### config.mk
export PLATFORM = sky130hd
export DESIGN_NAME = state_remap
export DESIGN_NICKNAME = d
export VERILOG_FILES = /design/src/rtl/state_remap_pkg.sv /design/src/rtl/state_remap_table.sv /design/src/rtl/state_remap.sv
export SDC_FILE = /design/constraint.sdc
export NUM_CORES = 1
export LEC_CHECK = 0
export ABC_AREA = 1
export BUFFER_PORTS_ARGS = -buffer_cell sky130_fd_sc_hd__buf_2
export CORE_MARGIN = 1.5
export CORE_UTILIZATION = 50
export CTS_BUF_LIST = sky130_fd_sc_hd__clkbuf_16
export DETAILED_ROUTE_END_ITERATION = 10
export PLACE_DENSITY = 0.71
export SYNTH_ARGS = -nofsm -noshare
export SYNTH_HDL_FRONTEND = slang
export SYNTH_SLANG_ARGS = --single-unit
### constraint.sdc
create_clock -name clk -period 1.4 [get_ports clk]
set_clock_uncertainty 0.05 [all_clocks]
set_input_delay 0.14 -clock clk [delete_from_list [all_inputs] [get_ports clk]]
set_output_delay 0.14 -clock clk [all_outputs]
set_load 0.02 [all_outputs]
### src/rtl/state_remap_pkg.sv
// Shared definitions for the state-code remapper: legacy decoder map,
// table entry type and the reset-image builder.
package state_remap_pkg;

  // Widest code the reset builder produces; tables slice it down to OUT_W.
  localparam int CODE_MAX_W = 32;

  // Legacy fixed decoder: state 1..9 -> these codes, everything else unmapped.
  localparam int LEGACY_N = 9;
  localparam logic [3:0] LEGACY_CODE [LEGACY_N] =
    '{4'd5, 4'd4, 4'd3, 4'd0, 4'd1, 4'd2, 4'd6, 4'd7, 4'd8};

  typedef struct packed {
    logic                  en;
    logic [CODE_MAX_W-1:0] code;
  } map_entry_t;

  // Reset contents of table entry idx; callers evaluate it for every
  // index 0..2**IN_W-1 and keep the low OUT_W code bits.
  function automatic map_entry_t build_reset_entry(input int idx);
    map_entry_t e;
    e.en   = 1'b0;
    e.code = '0;
    if (idx >= 1 && idx <= LEGACY_N) begin
      e.en   = 1'b1;
      e.code = CODE_MAX_W'(LEGACY_CODE[idx-1]);
    end
    return e;
  endfunction

endpackage

### src/rtl/state_remap_table.sv
// Lookup table for state_remap: register array with one write port and an
// asynchronous read port. Reset reloads the legacy mapping.
module remap_table
  import state_remap_pkg::*;
#(
  parameter int IN_W  = 4,
  parameter int OUT_W = 4
) (
  input  logic             clk,
  input  logic             rst,
  input  logic             we,
  input  logic [IN_W-1:0]  waddr,
  input  logic [OUT_W-1:0] wdata,
  input  logic             wen,
  input  logic [IN_W-1:0]  raddr,
  output logic [OUT_W-1:0] rcode,
  output logic             ren
);

  localparam int DEPTH = 2**IN_W;

  logic [OUT_W-1:0] r_code [DEPTH];
  logic [DEPTH-1:0] r_en;

  logic [OUT_W-1:0] w_rst_code [DEPTH];
  logic [DEPTH-1:0] w_rst_en;

  // Constant reset image, one entry per table slot.
  for (genvar gi = 0; gi < DEPTH; gi++) begin : g_rst
    localparam map_entry_t E = build_reset_entry(gi);
    assign w_rst_code[gi] = E.code[OUT_W-1:0];
    assign w_rst_en[gi]   = E.en;
  end

  // Table storage: reset load has priority, so writes during reset are dropped.
  always_ff @(posedge clk) begin
    if (rst) begin
      r_code <= w_rst_code;
      r_en   <= w_rst_en;
    end else if (we) begin
      r_code[waddr] <= wdata;
      r_en[waddr]   <= wen;
    end
  end

  // Read is asynchronous, so a same-cycle write is only seen by later lookups.
  assign rcode = r_code[raddr];
  assign ren   = r_en[raddr];

endmodule

### src/rtl/state_remap.sv
// Registered state-code remapper: one-deep valid/ready stage around a
// programmable lookup table, with miss reporting (sticky flag + counter).
module state_remap
  import state_remap_pkg::*;
#(
  parameter int             IN_W         = 4,
  parameter int             OUT_W        = 4,
  parameter int             CNT_W        = 8,
  parameter bit             HOLD_ON_MISS = 1'b1,
  parameter logic [OUT_W-1:0] MISS_CODE  = '1
) (
  input  logic             clk,
  input  logic             rst,
  input  logic             in_valid,
  output logic             in_ready,
  input  logic [IN_W-1:0]  in_code,
  output logic             out_valid,
  input  logic             out_ready,
  output logic [OUT_W-1:0] out_code,
  output logic             out_hit,
  input  logic             cfg_we,
  input  logic [IN_W-1:0]  cfg_addr,
  input  logic [OUT_W-1:0] cfg_data,
  input  logic             cfg_en,
  output logic [CNT_W-1:0] miss_cnt,
  output logic             err,
  input  logic             err_clr
);

  localparam logic [CNT_W-1:0] CNT_MAX = '1;

  logic             r_out_valid;
  logic [OUT_W-1:0] r_out_code;
  logic             r_out_hit;
  logic [CNT_W-1:0] r_miss_cnt;
  logic             r_err;

  logic             w_accept;
  logic             w_in_ready;
  logic [OUT_W-1:0] w_tab_code;
  logic             w_tab_en;
  logic             w_miss;
  logic [OUT_W-1:0] w_miss_code;

  remap_table #(.IN_W(IN_W), .OUT_W(OUT_W)) u_table (
    .clk   (clk),
    .rst   (rst),
    .we    (cfg_we),
    .waddr (cfg_addr),
    .wdata (cfg_data),
    .wen   (cfg_en),
    .raddr (in_code),
    .rcode (w_tab_code),
    .ren   (w_tab_en)
  );

  // Ready depends only on the output register state, never on in_valid.
  assign w_in_ready  = !r_out_valid || out_ready;
  assign w_accept    = in_valid && w_in_ready;
  assign w_miss      = w_accept && !w_tab_en;
  assign w_miss_code = HOLD_ON_MISS ? r_out_code : MISS_CODE;

  // Output stage: load on accept, drain when consumed, hold on stall.
  always_ff @(posedge clk) begin
    if (rst) begin
      r_out_valid <= 1'b0;
      r_out_code  <= '0;
      r_out_hit   <= 1'b0;
    end else if (w_accept) begin
      r_out_valid <= 1'b1;
      r_out_code  <= w_tab_en ? w_tab_code : w_miss_code;
      r_out_hit   <= w_tab_en;
    end else if (out_ready) begin
      r_out_valid <= 1'b0;
    end
  end

  // Miss tracking: a miss beats a same-cycle clear, restarting the count at 1.
  always_ff @(posedge clk) begin
    if (rst) begin
      r_err      <= 1'b0;
      r_miss_cnt <= '0;
    end else if (w_miss) begin
      r_err <= 1'b1;
      if (err_clr)                  r_miss_cnt <= CNT_W'(1);
      else if (r_miss_cnt != CNT_MAX) r_miss_cnt <= r_miss_cnt + CNT_W'(1);
    end else if (err_clr) begin
      r_err      <= 1'b0;
      r_miss_cnt <= '0;
    end
  end

  assign in_ready  = w_in_ready;
  assign out_valid = r_out_valid;
  assign out_code  = r_out_code;
  assign out_hit   = r_out_hit;
  assign miss_cnt  = r_miss_cnt;
  assign err       = r_err;

endmodule

==> flow_summary_export.csv <==
group,metric,value,unit
routing,routed_wl,11720,um
setup_path,crit_buf_inv,1,
placement,dpl.hpwl,7929,um
setup_path,critical_path_required,1620,ps
synthesis,syn_inst,626,
synthesis,netlist_area,4368,sq um
routing,drc,0,
routing,num_vias,4306,
layout,nNetsFinal,700,
routing,antenna_left,0,
global_route,grtUsageTotal,0.2638,
setup_path,cp_common_cell,"nand2_2",
synthesis,syn_avg_cell_area,6.978,sq um
power_and_ir_drop,p_leak,2.264,nW
setup_path,slowest_stage,"dfxtp_4",
synthesis,synth_fa_ha_area_frac,0.002865,
clock_tree,cts_root_buf,"clkbuf_16",
setup_path,crit_family,"simple AND/OR/NAND/NOR gates",
power_and_ir_drop,peakVddDrop,0.5207,mV
synthesis,synth_xor_area_frac,0.006015,
floorplanning,fp.coreArea,8341,sq um
global_route,overflow,0,
sta,tns,-837.1,ps
sta,setup_viol,8,
sta,min_period_over_period,1.107,
synthesis,ys_warn_count,0,
global_route,grt_pass1_vias,3819,
layout,final_common_cell,"o21ai_0",
routing,wl_per_cell,14.84,um
clock_tree,cts_tree,"done",
floorplanning,start_util,0.5237,
power_and_ir_drop,p_per_area,1152,nW/um^2
sta,fmax,645.5,MHz
layout,flow.area_growth_from_synthesis,19.97,%
setup_path,cp_data_arrival_time,1760,ps
status,status,"finished, violations left",
synthesis,synth.distinct_cells,29,
clock_tree,cts_hold_buf,0,
synthesis,synth_top_family_by_area,"compound AO/OA/AOI/OAI gates",
hold_path,hold_class,"input port to register",
synthesis,ys_seq_elements,95,
layout,fillers,762,
routing,drt_iter0_markers,332,
setup_path,cp-start-kind,"register",
clock_tree,htreeDepth,3,
synthesis,synth_compound_area_frac,0.2349,
sta,max_slew.worst_pin.slew,447.3,ps
clock_tree,cts_buffers,9,
power_and_ir_drop,p_total,6.037,mW
synthesis,synth_nets,646,
sta,relSlewSlack,0.7018,
sta,setup_slack,-149.1,ps
clock_tree,cts.sinks,95,
clock_tree,clkTransAtPathRegs,70,ps
synthesis,synth_mux_area_frac,0,
sta,fin_crit,1549,ps
setup_path,end_kind,"register",
layout,final_cell_mix,"o21ai_0 (95), nor2_1 (93), dfxtp_1 (90)",
setup_path,r2r_slack,-150,ps
routing,drt-vias-per-instance,5.451,
hold_path,min_from,"in_valid",
synthesis,ys_seq_area_frac,0.4354,
global_route,grt_pass1_wl,18570,um
floorplanning,die_x,96.47,um
status,violations,"setup timing",
layout,utilization,0.6283,
run,maxCapViolations,0,
setup_path,cpPeakStageDelay,360,ps
sta,slew_viol_final,0,
setup_path,worst_r2r_startpoint,"miss_cnt[0]",
floorplanning,die_y,96.47,um
clock_tree,cts_buffer_depth,2,
setup_path,critical_path.startpoint,"miss_cnt[0]",
setup_path,path_class,"register to register",
floorplanning,io_pins,35,
floorplanning,rows,33,
setup_path,cp_cell_sequence,"ha_4 -> nand2_2 -> inv_2 -> nand4_1 -> nor2_2 -> nand2_2 -> nand4_4 -> nand3_2 -> a21oi_2",
sta,rsz0062_at_grt,"true",
placement,port-buffer-count,34,
sta,hold_viol_final,0,
setup_path,critPathMaxFanout,8,
clock_tree,clock_latency,340,ps
global_route,grt_max_degree,82,
layout,drive_above_1_share,0.1679,
synthesis,synth_simple_gate_area_frac,0.2197,
layout,n_antenna_cell,0,
global_route,antenna_found_initial,0,
placement,gp_congestion,0.8575,
floorplanning,die_area,9306,sq um
routing,dr.pass1.iters,5,
[path summary, 6_finish.rpt]
path,end,cells after the start
setup reg to reg,miss_cnt[2],9
setup / recovery,miss_cnt[2],9
hold / removal,out_valid,3
hold reg to reg,u_table.r_code[63],2
[tightest hold or removal path, cell delays in order]
cell and delay (ps):
buf_2 100, nand2_1 70, a21oi_1 60
[power by group]
part | leakage [nW] | total (mW) | internal (mW) | switching (mW)
Sequential | 0.772 | 2.80 | 2.77 | 0.0329
Clock | 0.156 | 2.59 | 1.55 | 1.04
Combinational | 1.34 | 0.642 | 0.212 | 0.431
[layout make-up]
| class | count | area, sq um | share of cell area |
|---|---|---|---|
| clock inverters | 7 | 88.84 | 0.01695 |
| well taps | 105 | 131.4 | 0.02507 |
| flip-flops and latches | 95 | 1913 | 0.3651 |
| multi-input cells | 421 | 2090 | 0.3988 |
| repair buffers | 70 | 478.0 | 0.09121 |
| inverters | 83 | 314.1 | 0.05993 |
| clock buffers | 9 | 225.2 | 0.04298 |
[kinds of logic (layout without fill, tap and decap cells)]
kind of cell             after synthesis  count (layout)
AO/OA/AOI/OAI                        198             198
AND/OR/NAND/NOR                      219             219
flip-flops                            95              95
adder cells (fa/ha/maj)                1               1
buffers and inverters                110             169
XOR/XNOR                               3               3
[metal layers]
metal / wire (um) / vias to the layer above / share of wire / track usage
li1: - / 2158 / - / -
met1: 5359 / 1991 / 0.46 / 0.3505
met2: 5450 / 138 / 0.46 / 0.4318
met3: 698 / 19 / 0.060 / 0.05008
met4: 212 / 0 / 0.018 / 0.08333
met5: 0 / - / 0 / 0
[repair_timing]
item / 4_1_cts / 5_1_grt
setup endpoints to repair: 12 / 12
pin swaps: 4 / 10
gates resized for setup: 5 / 10
setup buffers: 5 / 2
[cells in the mapped netlist]
library cell,count,share of area
clkbuf_1,18,0.015
nand3_1,28,0.032
nor3b_1,1,0.0017
dfxtp_1,95,0.44
buf_6,2,0.0052
nor2_2,1,0.0014
buf_4,2,0.0034
ha_1,1,0.0029
xor2_1,2,0.0040
o22ai_1,10,0.014
nor2_4,1,0.0026
nand2_2,2,0.0029
nand2_1,77,0.066
o21ai_0,97,0.11
nand4_2,1,0.0029
inv_2,5,0.0043
clkinv_1,3,0.0026
nand4_1,2,0.0029
nand3_4,2,0.0080
nand3_2,5,0.011
xnor2_1,1,0.0020
inv_1,75,0.064
o21ai_1,13,0.015
buf_2,5,0.0057
nor2_1,94,0.081
a21oi_1,69,0.079
nor3_1,3,0.0034
nand3b_1,2,0.0034
o211ai_1,9,0.015
[state kept, by name, indices dropped and copies added (netlist names)]
| register | flops |
|---|---|
| err | 1 |
| miss_cnt | 8 |
| out_code | 4 |
| out_hit | 1 |
| out_valid | 1 |
| u_table.r_code | 64 |
| u_table.r_en | 16 |
[metrics by stage]
step                cells  worst slack [ps]  hold slack [ps]  instance area [sq um]
floorplan             626            -32.15            189.7                   4403
global placement      767            -45.14            370.2                   4830
detailed placement    767            -138.3            375.4                   4830
CTS                   788            -94.00            15.18                   5202
global route          790            -292.0            47.34                   5240
finish                790            -149.1            15.47                   5240
No activity file was read; power rests on OpenSTA's default activity.
